`src/rtl/tl_coupler_arbiter.sv`:
```
// ----------------------------------------------------------------------------
// tl_coupler_arbiter
// Two-requester TileLink A-channel arbiter in front of a bus-crossing coupler,
// plus the matching D-channel response router.
//
// A side: the granted requester passes straight through with no added latency.
// Its source id is extended with the grant bit as the new MSB. A round-robin
// pointer picks between simultaneous requesters. Multi-beat Put bursts lock the
// grant until their final beat.
// D side: purely combinational. source[5] selects the requester and
// source[4:0] is handed back to it.
//
// Ports
//   clock, reset           single clock, asynchronous active-high reset
//   inN_a_*  (N=0,1)       requester A channels (valid/ready + payload)
//   inN_d_*  (N=0,1)       requester D channels (valid/ready + payload)
//   out_a_*                arbitrated A channel toward the coupler (source[6])
//   out_d_*                D channel from the coupler (source[6])
//   perf_grant0/1          completed-message counters, saturating
//                          (present only with TL_COUPLER_ARB_PERF_EN defined)
//
// Optional feature macro: TL_COUPLER_ARB_PERF_EN
// ----------------------------------------------------------------------------
module tl_coupler_arbiter #(
    parameter int LG_BEAT     = 3,
    parameter int LG_MAX_SIZE = 6
) (
    input  logic        clock,
    input  logic        reset,

    input  logic        in0_a_valid,
    output logic        in0_a_ready,
    input  logic [2:0]  in0_a_bits_opcode,
    input  logic [2:0]  in0_a_bits_param,
    input  logic [3:0]  in0_a_bits_size,
    input  logic [4:0]  in0_a_bits_source,
    input  logic [28:0] in0_a_bits_address,
    input  logic [7:0]  in0_a_bits_mask,
    input  logic [63:0] in0_a_bits_data,
    input  logic        in0_a_bits_corrupt,

    input  logic        in1_a_valid,
    output logic        in1_a_ready,
    input  logic [2:0]  in1_a_bits_opcode,
    input  logic [2:0]  in1_a_bits_param,
    input  logic [3:0]  in1_a_bits_size,
    input  logic [4:0]  in1_a_bits_source,
    input  logic [28:0] in1_a_bits_address,
    input  logic [7:0]  in1_a_bits_mask,
    input  logic [63:0] in1_a_bits_data,
    input  logic        in1_a_bits_corrupt,

    input  logic        in0_d_ready,
    output logic        in0_d_valid,
    output logic [2:0]  in0_d_bits_opcode,
    output logic [1:0]  in0_d_bits_param,
    output logic [3:0]  in0_d_bits_size,
    output logic [4:0]  in0_d_bits_source,
    output logic        in0_d_bits_sink,
    output logic        in0_d_bits_denied,
    output logic [63:0] in0_d_bits_data,
    output logic        in0_d_bits_corrupt,

    input  logic        in1_d_ready,
    output logic        in1_d_valid,
    output logic [2:0]  in1_d_bits_opcode,
    output logic [1:0]  in1_d_bits_param,
    output logic [3:0]  in1_d_bits_size,
    output logic [4:0]  in1_d_bits_source,
    output logic        in1_d_bits_sink,
    output logic        in1_d_bits_denied,
    output logic [63:0] in1_d_bits_data,
    output logic        in1_d_bits_corrupt,

    output logic        out_a_valid,
    input  logic        out_a_ready,
    output logic [2:0]  out_a_bits_opcode,
    output logic [2:0]  out_a_bits_param,
    output logic [3:0]  out_a_bits_size,
    output logic [5:0]  out_a_bits_source,
    output logic [28:0] out_a_bits_address,
    output logic [7:0]  out_a_bits_mask,
    output logic [63:0] out_a_bits_data,
    output logic        out_a_bits_corrupt,

    input  logic        out_d_valid,
    output logic        out_d_ready,
    input  logic [2:0]  out_d_bits_opcode,
    input  logic [1:0]  out_d_bits_param,
    input  logic [3:0]  out_d_bits_size,
    input  logic [5:0]  out_d_bits_source,
    input  logic        out_d_bits_sink,
    input  logic        out_d_bits_denied,
    input  logic [63:0] out_d_bits_data,
    input  logic        out_d_bits_corrupt
`ifdef TL_COUPLER_ARB_PERF_EN
    ,
    output logic [31:0] perf_grant0,
    output logic [31:0] perf_grant1
`endif
);

    // Remaining-beats counter width: enough for (max beats - 1).
    localparam int CNT_W = (LG_MAX_SIZE - LG_BEAT > 0) ? (LG_MAX_SIZE - LG_BEAT) : 1;

    localparam logic [0:0] IDLE = 1'b0;
    localparam logic [0:0] LOCK = 1'b1;

    logic [0:0]       state;
    logic [CNT_W-1:0] cnt;       // beats still to come in the locked burst
    logic             rr;        // preferred requester on a tie
    logic             lock_gnt;  // owner of the burst in progress
    logic             grant;

    // ---------------------------------------------------------------- grant
    always_comb begin
        grant = rr;
        if (state == LOCK)                  grant = lock_gnt;
        else if (in0_a_valid && in1_a_valid) grant = rr;
        else if (in1_a_valid)               grant = 1'b1;
        else if (in0_a_valid)               grant = 1'b0;
    end

    // ---------------------------------------------------------------- A mux
    assign out_a_bits_opcode  = grant ? in1_a_bits_opcode  : in0_a_bits_opcode;
    assign out_a_bits_param   = grant ? in1_a_bits_param   : in0_a_bits_param;
    assign out_a_bits_size    = grant ? in1_a_bits_size    : in0_a_bits_size;
    assign out_a_bits_source  = {grant, grant ? in1_a_bits_source : in0_a_bits_source};
    assign out_a_bits_address = grant ? in1_a_bits_address : in0_a_bits_address;
    assign out_a_bits_mask    = grant ? in1_a_bits_mask    : in0_a_bits_mask;
    assign out_a_bits_data    = grant ? in1_a_bits_data    : in0_a_bits_data;
    assign out_a_bits_corrupt = grant ? in1_a_bits_corrupt : in0_a_bits_corrupt;

    // Handshake is gated by reset so nothing can fire while it is held.
    assign out_a_valid = !reset && (grant ? in1_a_valid : in0_a_valid);
    assign in0_a_ready = !reset && !grant && out_a_ready;
    assign in1_a_ready = !reset &&  grant && out_a_ready;

    logic a_fire;
    assign a_fire = out_a_valid && out_a_ready;

    // ---------------------------------------------------------------- beats
    // Only PutFull/PutPartial larger than one beat are bursts. Sizes beyond
    // the counter range shift the one-hot out and clamp to the maximum count.
    logic             is_put;
    logic             multi;
    logic [3:0]       lg_beats;
    logic [CNT_W:0]   one_hot;
    logic [CNT_W-1:0] beats_m1;

    assign is_put   = (out_a_bits_opcode == 3'd0) || (out_a_bits_opcode == 3'd1);
    assign multi    = is_put && (out_a_bits_size > 4'(LG_BEAT));
    assign lg_beats = out_a_bits_size - 4'(LG_BEAT);
    assign one_hot  = {{CNT_W{1'b0}}, 1'b1} << lg_beats;
    assign beats_m1 = CNT_W'(one_hot - 1'b1);

    logic msg_done;
    assign msg_done = a_fire && ((state == IDLE) ? !multi : (cnt == CNT_W'(1)));

    // ---------------------------------------------------------------- FSM
    always_ff @(posedge clock or posedge reset) begin
        if (reset) begin
            state    <= IDLE;
            cnt      <= '0;
            rr       <= 1'b0;
            lock_gnt <= 1'b0;
        end else if (a_fire) begin
            if (state == IDLE) begin
                if (multi) begin
                    state    <= LOCK;
                    cnt      <= beats_m1;
                    lock_gnt <= grant;
                end else begin
                    rr <= ~grant;
                end
            end else if (cnt == CNT_W'(1)) begin
                state <= IDLE;
                cnt   <= '0;
                rr    <= ~grant;
            end else begin
                cnt <= cnt - 1'b1;
            end
        end
    end

`ifdef TL_COUPLER_ARB_PERF_EN
    always_ff @(posedge clock or posedge reset) begin
        if (reset) begin
            perf_grant0 <= '0;
            perf_grant1 <= '0;
        end else if (msg_done) begin
            if (!grant && perf_grant0 != '1) perf_grant0 <= perf_grant0 + 1'b1;
            if ( grant && perf_grant1 != '1) perf_grant1 <= perf_grant1 + 1'b1;
        end
    end
`endif

    // ---------------------------------------------------------------- D route
    logic d_sel;
    assign d_sel = out_d_bits_source[5];

    assign in0_d_valid = out_d_valid && !d_sel;
    assign in1_d_valid = out_d_valid &&  d_sel;
    assign out_d_ready = d_sel ? in1_d_ready : in0_d_ready;

    assign in0_d_bits_opcode  = out_d_bits_opcode;
    assign in0_d_bits_param   = out_d_bits_param;
    assign in0_d_bits_size    = out_d_bits_size;
    assign in0_d_bits_source  = out_d_bits_source[4:0];
    assign in0_d_bits_sink    = out_d_bits_sink;
    assign in0_d_bits_denied  = out_d_bits_denied;
    assign in0_d_bits_data    = out_d_bits_data;
    assign in0_d_bits_corrupt = out_d_bits_corrupt;

    assign in1_d_bits_opcode  = out_d_bits_opcode;
    assign in1_d_bits_param   = out_d_bits_param;
    assign in1_d_bits_size    = out_d_bits_size;
    assign in1_d_bits_source  = out_d_bits_source[4:0];
    assign in1_d_bits_sink    = out_d_bits_sink;
    assign in1_d_bits_denied  = out_d_bits_denied;
    assign in1_d_bits_data    = out_d_bits_data;
    assign in1_d_bits_corrupt = out_d_bits_corrupt;

endmodule

```
`config.mk`:
```
export PLATFORM = sky130hd
export DESIGN_NAME = tl_coupler_arbiter
export DESIGN_NICKNAME = d
export VERILOG_FILES = /design/src/rtl/tl_coupler_arbiter.sv
export SDC_FILE = /design/constraint.sdc
export NUM_CORES = 1
export LEC_CHECK = 0
export ABC_AREA = 0
export CAP_MARGIN = 10
export CORE_AREA = 2 2 238 240
export DETAILED_ROUTE_END_ITERATION = 10
export DIE_AREA = 0 0 240 242
export HOLD_SLACK_MARGIN = 0.15
export PLACE_DENSITY = 0.38
export SKIP_LAST_GASP = 1
export SLEW_MARGIN = 20
export SYNTH_ARGS = -nofsm -noshare
export SYNTH_HDL_FRONTEND = slang
export SYNTH_SLANG_ARGS = --single-unit
```
`constraint.sdc`:
```
create_clock -name clock -period 3.75 [get_ports clock]
set_input_delay 1.125 -clock clock [delete_from_list [all_inputs] [get_ports clock]]
set_output_delay 1.125 -clock clock [all_outputs]
set_load 0.05 [all_outputs]
```
==> impl_metrics.json, run 1 <==
{
  "antenna_found_initial": 1,
  "gr-usage-met2_pct": 12.0,
  "cpMaxStageDelayCell": "and2_4",
  "grt_pass1_vias": 4696,
  "setup_viol": 0,
  "outcome": "completed",
  "fin_cells": 1615,
  "startpoint_type": "input pin",
  "max_slew.worst_pin.slew_ns": 0.490,
  "min_period_over_period_pct": 98.9,
  "clk_latency_ns": 0.23,
  "wl_per_cell_um": 13.4,
  "crit_top_cell": "buf_12",
  "placed_area_um2": 8160,
  "dp_hpwl_um": 16600,
  "path_class": "input pin to primary output",
  "portBuffers": 366,
  "grt_pass1_wl_um": 27900,
  "syn_area_um2": 3320,
  "final_layout_size_suffix_gt1_share_pct": 31.7,
  "cts_sinks": 6,
  "tritoncts.num_buffers": 3,
  "cts_tree": "built",
  "antenna_cells": 0,
  "drt-total-wl_um": 21600,
  "std_cell_rows": 87,
  "place_inst": 1591,
  "synth.net_count": 950,
  "clock.fmax_mhz": 270,
  "area_delta_synth_final_pct": 170,
  "cp_data_required_time_ns": 2.62,
  "finalHoldViolCount": 0,
  "firstDrtPassIters": 4,
  "cp-end-kind": "primary output",
  "ctsRootBufferMaster": "clkbuf_16",
  "yosys_warnings": 0,
  "setup_tns_ns": 0,
  "finalInstanceArea_um2": 8960,
  "ys_types": 40,
  "p_total_uw": 7130,
  "ios": 610,
  "timing.slew.headroom_pct": 67.1,
  "dieArea_um2": 58100,
  "slew_viol_final": 0,
  "power.density_nw_per_um2": 795,
  "place_congestion": 0.738,
  "hold_class": "flip-flop to flip-flop",
  "core_um2": 55700,
  "busiest_layer": "met2",
  "cpPeakStageDelay_ns": 0.23,
  "skew_ns": 0.00392,
  "final_cell_mix": "nand2_1, clkdlybuf4s50_1, buf_12, nand2_2, buf_4",
  "timing.final.ws_setup_ns": 0.0410,
  "fin_nets": 1189,
  "grt_usage_pct": 6.41,
  "max-vdd-ir-drop_mv": 0.336,
  "grt_util_met3_pct": 2.93,
  "die_w_um": 240,
  "synth-seq-cells": 6,
  "nFillCells": 6341,
  "initial_utilization_pct": 5.96,
  "die_y_um": 242,
  "leakage_uw": 0.00392,
  "drc": 0,
  "dr.first_iter.drc_count": 109,
  "hold_buffers": 0,
  "rsz0062_at_grt": "yes",
  "final_antenna_net_count": 0,
  "via_per_inst": 2.82,
  "ys_seq_area_share_pct": 4.52,
  "period_minus_slack_ns": 3.71,
  "cts.clk_slew.worst_paths_ns": 0.03,
  "pre_cts_ws_ns": -0.398,
  "met1_usage_pct": 5.82,
  "cp_max_fo": 7,
  "grt_max_degree": 33,
  "h-tree-depth": 1,
  "layout_commonest_cell": "nand2_1",
  "vias": 4552,
  "cts.path.max_buffers": 2,
  "crit_path_cell_trace": "buf_6, nor2b_4, o211ai_2, and2_4, buf_12, inv_8, buf_12, buf_16, buf_12, nand2_4, nand2_4, buf_12",
  "synthCells": 622,
  "cap_violations": 0,
  "arrival_ns": 2.58,
  "avgSynthCellArea_um2": 5.34,
  "gr-total-overflow": 0
}
final cells by class:
cell class / count / area, µm² / share of cell area [%]
well taps: 756 / 946 / 10.6
flip-flops and latches: 6 / 150 / 1.67
inverters: 8 / 37.5 / 0.419
clock buffers: 3 / 75.1 / 0.837
repair buffers: 425 / 5680 / 63.3
multi-input cells: 417 / 2080 / 23.2
critical path: cells and delay by family:
kind / cells / cell delay, ns
AOI/OAI and AO/OA: 1 / 0.17
buffers and inverters: 7 / 0.81
and+or+nand+nor: 4 / 0.46
metal layers:
layer / vias to the layer above / wire, µm
met4: 2 / 983
met3: 72 / 2720
met1: 1897 / 6950
li1: 2207 / -
met5: - / 13
met2: 374 / 10900
state kept, by name (all words and copies together) (netlist names):
name,flops
rr,1
state,1
cnt,3
lock_gnt,1
per-stage QoR:
| step | utilization (%) | hold WS, ns |
|---|---|---|
| after floorplan | - | 0.496 |
| after global placement | 14.6 | 0.519 |
| after detailed placement | 14.6 | 0.533 |
| after CTS | 15.6 | 0.548 |
| after global routing | 16.1 | 0.594 |
| final | 16.1 | 0.551 |
cells in the mapped netlist (all sizes together):
master / n / area [µm²]
a211oi: 1 / 7.51
a21boi: 1 / 7.51
a21o: 1 / 7.51
a221o: 1 / 10.0
a311o: 1 / 10.0
a31oi: 1 / 6.26
and2: 4 / 25.0
buf: 186 / 1350
clkbuf: 5 / 18.8
dfrtp: 6 / 150
ha: 4 / 50.1
inv: 8 / 30.0
mux2: 4 / 45.0
nand2: 356 / 1340
nand2b: 1 / 6.26
nand3: 2 / 10.0
nand3b: 2 / 15.0
nand4: 1 / 6.26
nor2: 8 / 30.0
nor2b: 4 / 27.5
nor3: 4 / 25.0
nor3b: 1 / 7.51
nor4: 1 / 6.26
o211ai: 2 / 25.0
o21a: 1 / 7.51
o21ai: 8 / 40.0
o221ai: 1 / 8.76
o22a: 2 / 17.5
o22ai: 1 / 6.26
o32ai: 1 / 8.76
xnor2: 2 / 17.5
xor2: 1 / 8.76
cell families (layout without fill, tap and decap cells):
kind of cell	count (synthesis)	after routing	share of synthesized area, %
xor+xnor	3	3	0.791
simple gates	384	384	45.0
fa+ha+maj	4	4	1.51
mux	4	4	1.36
buf+inv	199	436	41.9
compound gates	22	22	4.90
flops	6	6	4.52
report_power, final:
| part | total (µW) | switching (µW) | internal [µW] |
|---|---|---|---|
| clock | 169 | 32.9 | 137 |
| combinational | 6840 | 3630 | 3200 |
| sequential | 124 | 31.3 | 92.5 |
repair_timing:
item                                    CTS  global route
endpoints found under the setup margin  122           107
setup buffers                            13             1
gates resized for setup                  66            62
cloned                                    7             2
pin swaps                                12            31
path summary, 6_finish.rpt:
check,from,to,slack [ns],cells after the start
min in group asynchronous,reset,cnt[1],1.23,3
worst max register to register,state,cnt[1],0.70,19
worst max-delay path,in1_a_valid,out_a_bits_address[25],0.04,12
worst min-delay path,cnt[2],cnt[2],0.55,2
worst min register to register,cnt[2],cnt[2],0.55,2
max in group asynchronous,reset,state,2.39,3
No activity file was read; power rests on OpenSTA's default activity.
==> run 2: changes to the inputs <==
--- a/config.mk
+++ b/config.mk
@@ -8,10 +8,11 @@
 export ABC_AREA = 0
 export CAP_MARGIN = 10
 export CORE_AREA = 2 2 238 240
+export CTS_BUF_LIST = sky130_fd_sc_hd__clkbuf_8
 export DETAILED_ROUTE_END_ITERATION = 10
 export DIE_AREA = 0 0 240 242
 export HOLD_SLACK_MARGIN = 0.15
-export PLACE_DENSITY = 0.38
+export PLACE_DENSITY_LB_ADDON = 0.3
 export SKIP_LAST_GASP = 1
 export SLEW_MARGIN = 20
 export SYNTH_ARGS = -nofsm -noshare
==> impl_metrics.json, run 2 (synthesis gave the netlist of run 1 again) <==
{
  "p_total_uw": 7410,
  "period_minus_slack_ns": 3.74,
  "ctsRootBufferMaster": "clkbuf_8",
  "cp_max_fo": 6,
  "hold_class": "flip-flop to flip-flop",
  "cp_data_required_time_ns": 2.62,
  "leakage_uw": 0.00397,
  "holdPathStages": 2,
  "largest_register_ffs": 3,
  "wl_per_cell_um": 14.1,
  "pre_cts_ws_ns": -0.395,
  "firstDrtPassIters": 4,
  "std_cell_rows": 87,
  "layout_commonest_cell": "nand2_1",
  "final_antenna_net_count": 0,
  "vias": 4687,
  "initial_utilization_pct": 5.96,
  "antenna_found_initial": 1,
  "timing.slew.headroom_pct": 64.9,
  "arrival_ns": 2.61,
  "crit_path_cell_trace": "buf_8, nor2b_4, o211ai_2, and2_4, buf_12, buf_8, clkbuf_16, clkbuf_16, nand2_4, nand2_4, buf_12",
  "tritoncts.num_buffers": 3,
  "cts.clk_slew.worst_paths_ns": 0.04,
  "clk_latency_ns": 0.22,
  "final_cell_mix": "nand2_1, clkdlybuf4s50_1, buf_12, nand2_2, buf_4",
  "max_slew.worst_pin.slew_ns": 0.521,
  "fin_cells": 1624,
  "portBuffers": 366,
  "cpLargestDelayFamily": "buffers and inverters",
  "antenna_cells": 0,
  "grt_max_degree": 19,
  "clock.fmax_mhz": 268,
  "cts.path.max_buffers": 2,
  "finalHoldViolCount": 0,
  "cpMaxStageDelayCell": "and2_4",
  "drt-total-wl_um": 22900,
  "cp_num_buf_inv": 6,
  "gr-total-overflow": 0,
  "ios": 610,
  "drc": 0,
  "die_y_um": 242,
  "slew_viol_final": 0,
  "h-tree-depth": 1,
  "min_period_over_period_pct": 99.6,
  "cts_sinks": 6,
  "outcome": "completed",
  "nFillCells": 6310,
  "path_class": "input pin to primary output",
  "area_delta_synth_final_pct": 177,
  "cp.depth": 11,
  "rr_worst_depth": 17,
  "largest-register": "cnt",
  "core_um2": 55700,
  "hold_ws_ns": 0.529,
  "setup_viol": 0,
  "dp_hpwl_um": 16300,
  "timing.final.ws_setup_ns": 0.0145,
  "skew_ns": 0.000210,
  "final_layout_size_suffix_gt1_share_pct": 37.3,
  "dieArea_um2": 58100,
  "hold_buffers": 0,
  "multi_input_area_um2": 2180,
  "cpPeakStageDelay_ns": 0.22,
  "rsz0062_at_grt": "yes",
  "place_inst": 1598,
  "via_per_inst": 2.89,
  "max-vdd-ir-drop_mv": 0.323,
  "grt_usage_pct": 7.10,
  "dr.first_iter.drc_count": 106,
  "die_w_um": 240,
  "final_core_util_pct": 16.5,
  "power.density_nw_per_um2": 804,
  "place_congestion": 0.752,
  "seqCellArea_um2": 150,
  "grt_pass1_vias": 4845,
  "cp-end-kind": "primary output",
  "cap_violations": 0,
  "cts_tree": "built",
  "startpoint_type": "input pin",
  "grt_pass1_wl_um": 30100,
  "fin_nets": 1198
}
## run 2: changes by cell type in the layout (fill, tap and decap cells not counted), sizes merged
cell / change
buf: +7
bufbuf: +1
clkbuf: +1
## run 2: stage by stage
step           setup TNS (ns)  area (µm²)
2_1_floorplan               0        3340
3_3_place_gp           -31.76        8220
3_5_place_dp           -31.77        8220
4_1_cts               -0.0898        8880
5_1_grt                -0.390        9220
6_report                    0        9220
## run 2: final cells by class
| type | count | area share, % |
|---|---|---|
| repair buffers | 434 | 63.6 |
| multi-input cells | 417 | 23.6 |
| well taps | 756 | 10.3 |
| flip-flops and latches | 6 | 1.63 |
| inverters | 8 | 0.462 |
| clock buffers | 3 | 0.448 |
## run 2: worst paths after layout
kind | startpoint | endpoint | slack, ns
max in group asynchronous | reset | cnt[0] | 2.40
min in group asynchronous | reset | lock_gnt | 1.23
min reg2reg | cnt[2] | cnt[2] | 0.53
min | cnt[2] | cnt[2] | 0.53
max reg2reg | state | cnt[1] | 0.62
max | in1_a_valid | out_a_bits_data[11] | 0.01
## run 2: tightest hold or removal path: cells and delay by family, from the launching register on
kind | cells | cell delay [ns]
AOI/OAI and AO/OA | 2 | 0.14
DFF | 1 | 0.35
## run 2: routing by layer
layer	GRT usage [%]	vias to the layer above	share of wire [%]
met4	4.15	0	6.0
met2	13.4	369	50
li1	-	2233	-
met5	0	-	0
met1	6.48	1997	32
met3	2.43	88	11
## run 2: what timing repair did
item / CTS / global route
gates cloned: 11 / 2
pin swaps: 5 / 26
resized for setup: 85 / 94
buffers inserted: 11 / 1
setup endpoints to repair: 123 / 98
## run 2: power by group
group | internal (µW) | switching (µW)
Clock | 69.0 | 28.0
Combinational | 3420 | 3770
Sequential | 92.4 | 31.6
Total | 3580 | 3830
==> run 3: changes to the inputs <==
--- a/config.mk
+++ b/config.mk
@@ -18,3 +18,4 @@
 export SYNTH_ARGS = -nofsm -noshare
 export SYNTH_HDL_FRONTEND = slang
 export SYNTH_SLANG_ARGS = --single-unit
+export TNS_END_PERCENT = 5
==> impl_metrics.json, run 3 (synthesis gave the netlist of run 1 again) <==
{
  "hold_ws_ns": 0.534,
  "drc": 0,
  "drt-total-wl_um": 20800,
  "final_cell_mix": "nand2_1, clkdlybuf4s50_1, buf_12, nand2_2, buf_4",
  "grt_max_degree": 44,
  "path_class": "input pin to primary output",
  "place_congestion": 0.786,
  "cp-end-kind": "primary output",
  "die_w_um": 240,
  "clk_latency_ns": 0.23,
  "grt_usage_pct": 6.60,
  "min_period_over_period_pct": 98.7,
  "cp_max_fo": 4,
  "hold_class": "flip-flop to flip-flop",
  "area_delta_synth_final_pct": 157,
  "fin_nets": 1174,
  "ctsRootBufferMaster": "clkbuf_8",
  "timing.slew.headroom_pct": 67.3,
  "portBuffers": 366,
  "ios": 610,
  "fin_cells": 1600,
  "nFillCells": 6387,
  "layout_commonest_cell": "nand2_1",
  "r2r_setup_slack_ns": 0.78,
  "period_minus_slack_ns": 3.70,
  "dieArea_um2": 58100,
  "r2r-start": "state",
  "dp_hpwl_um": 16800,
  "largest_register_ffs": 3,
  "arrival_ns": 2.58,
  "met1_usage_pct": 5.84,
  "gr-total-overflow": 0,
  "std_cell_rows": 87,
  "max-vdd-ir-drop_mv": 0.371,
  "rsz0062_at_grt": "yes",
  "setup_tns_ns": 0,
  "leakage_uw": 0.00372,
  "slew_viol_final": 0,
  "final_layout_size_suffix_gt1_share_pct": 26.2,
  "p_total_uw": 6660,
  "multi_input_area_um2": 1890,
  "core_um2": 55700,
  "setup_viol": 0,
  "firstDrtPassIters": 4,
  "holdPathStages": 2,
  "clock.fmax_mhz": 270,
  "startpoint_type": "input pin",
  "place_inst": 1585,
  "grt_pass1_wl_um": 28800,
  "cts_tree": "built",
  "outcome": "completed",
  "worstHoldEndpoint": "cnt[2]",
  "cap_violations": 0,
  "cts.clk_slew.worst_paths_ns": 0.04,
  "hold_buffers": 0,
  "initial_utilization_pct": 5.96,
  "via_per_inst": 2.79,
  "cp_data_required_time_ns": 2.62,
  "die_y_um": 242,
  "finalHoldViolCount": 0,
  "cts.path.max_buffers": 2,
  "h-tree-depth": 1,
  "cts_sinks": 6,
  "antenna_cells": 0,
  "grt_util_met3_pct": 2.46,
  "max_slew.worst_pin.slew_ns": 0.486,
  "tritoncts.num_buffers": 3,
  "seqCellArea_um2": 150,
  "gr-usage-met2_pct": 13.1,
  "wl_per_cell_um": 13.0,
  "skew_ns": 0.000337,
  "largest-register": "cnt",
  "power.density_nw_per_um2": 780,
  "vias": 4471,
  "busiest_layer": "met2",
  "antenna_found_initial": 0,
  "grt_pass1_vias": 4712,
  "dr.first_iter.drc_count": 94,
  "final_antenna_net_count": 0,
  "hp-start": "cnt[2]",
  "rr_worst_depth": 14,
  "worstReg2RegEnd": "cnt[1]"
}
==> run 3: changes by cell type in the layout (fill, tap and decap cells not counted), sizes merged <==
| cell | before | now |
|---|---|---|
| buf | 189 | 168 |
| bufbuf | 2 | 1 |
| clkbuf | 6 | 4 |
| clkinv | 0 | 1 |
| inv | 8 | 7 |
==> run 3: cell type report <==
| type | instances | share of cell area, % |
|---|---|---|
| Timing Repair Buffer | 410 | 64.0 |
| Multi-Input combinational cell | 417 | 22.2 |
| Tap cell | 756 | 11.1 |
| Sequential cell | 6 | 1.76 |
| Inverter | 8 | 0.498 |
| Clock buffer | 3 | 0.484 |
==> run 3: report_power, final <==
part           internal, µW  switching [µW]  leakage [µW]
sequential             92.4            30.2     0.0000695
clock                  69.2            30.1     0.0000216
combinational          2980            3460       0.00363
==> run 3: worst max-delay path by stage <==
stage	to	depth (start not counted)	startpoint	slack [ns]
after floorplan	cnt[1]	18	in1_a_valid	-0.06
after global placement	out_a_bits_data[17]	10	in1_a_valid	-0.37
after detailed placement	out_a_bits_data[17]	10	in1_a_valid	-0.38
after CTS	out_a_bits_data[17]	10	in1_a_valid	-0.05
after global routing	out_a_bits_data[61]	10	in1_a_valid	-0.02
final	out_a_bits_size[0]	8	in1_a_valid	0.05
==> run 3: layer usage <==
metal  vias up  wire [µm]
li1       2176          -
met1      1857       6590
met2       372      10800
met3        66       2490
met4         0        859
met5         -          0
==> run 3: critical path, stage by stage <==
cell and delay, ns:
buf_4 0.12, nor2b_4 0.12, o211ai_2 0.17, and2_4 0.24, buf_12 0.13, mux2_1 0.34, buf_4 0.15, buf_4 0.18
==> run 3: metrics by stage <==
step / util (%) / area (µm²) / worst slack [ns]
4_1_cts: 15.3 / 8540 / -0.0540
3_3_place_gp: 14.6 / 8140 / -0.372
3_5_place_dp: 14.6 / 8140 / -0.384
5_1_grt: 15.3 / 8540 / -0.0239
2_1_floorplan: - / 3330 / -0.0627
6_report: 15.3 / 8540 / 0.0478
==> run 3: repair_timing <==
action / CTS / global route
gates cloned: 5 / 1
buffers inserted: 9 / 0
gates resized for setup: 44 / 20
setup endpoints to repair: 122 / 119
pin swaps: 3 / 6
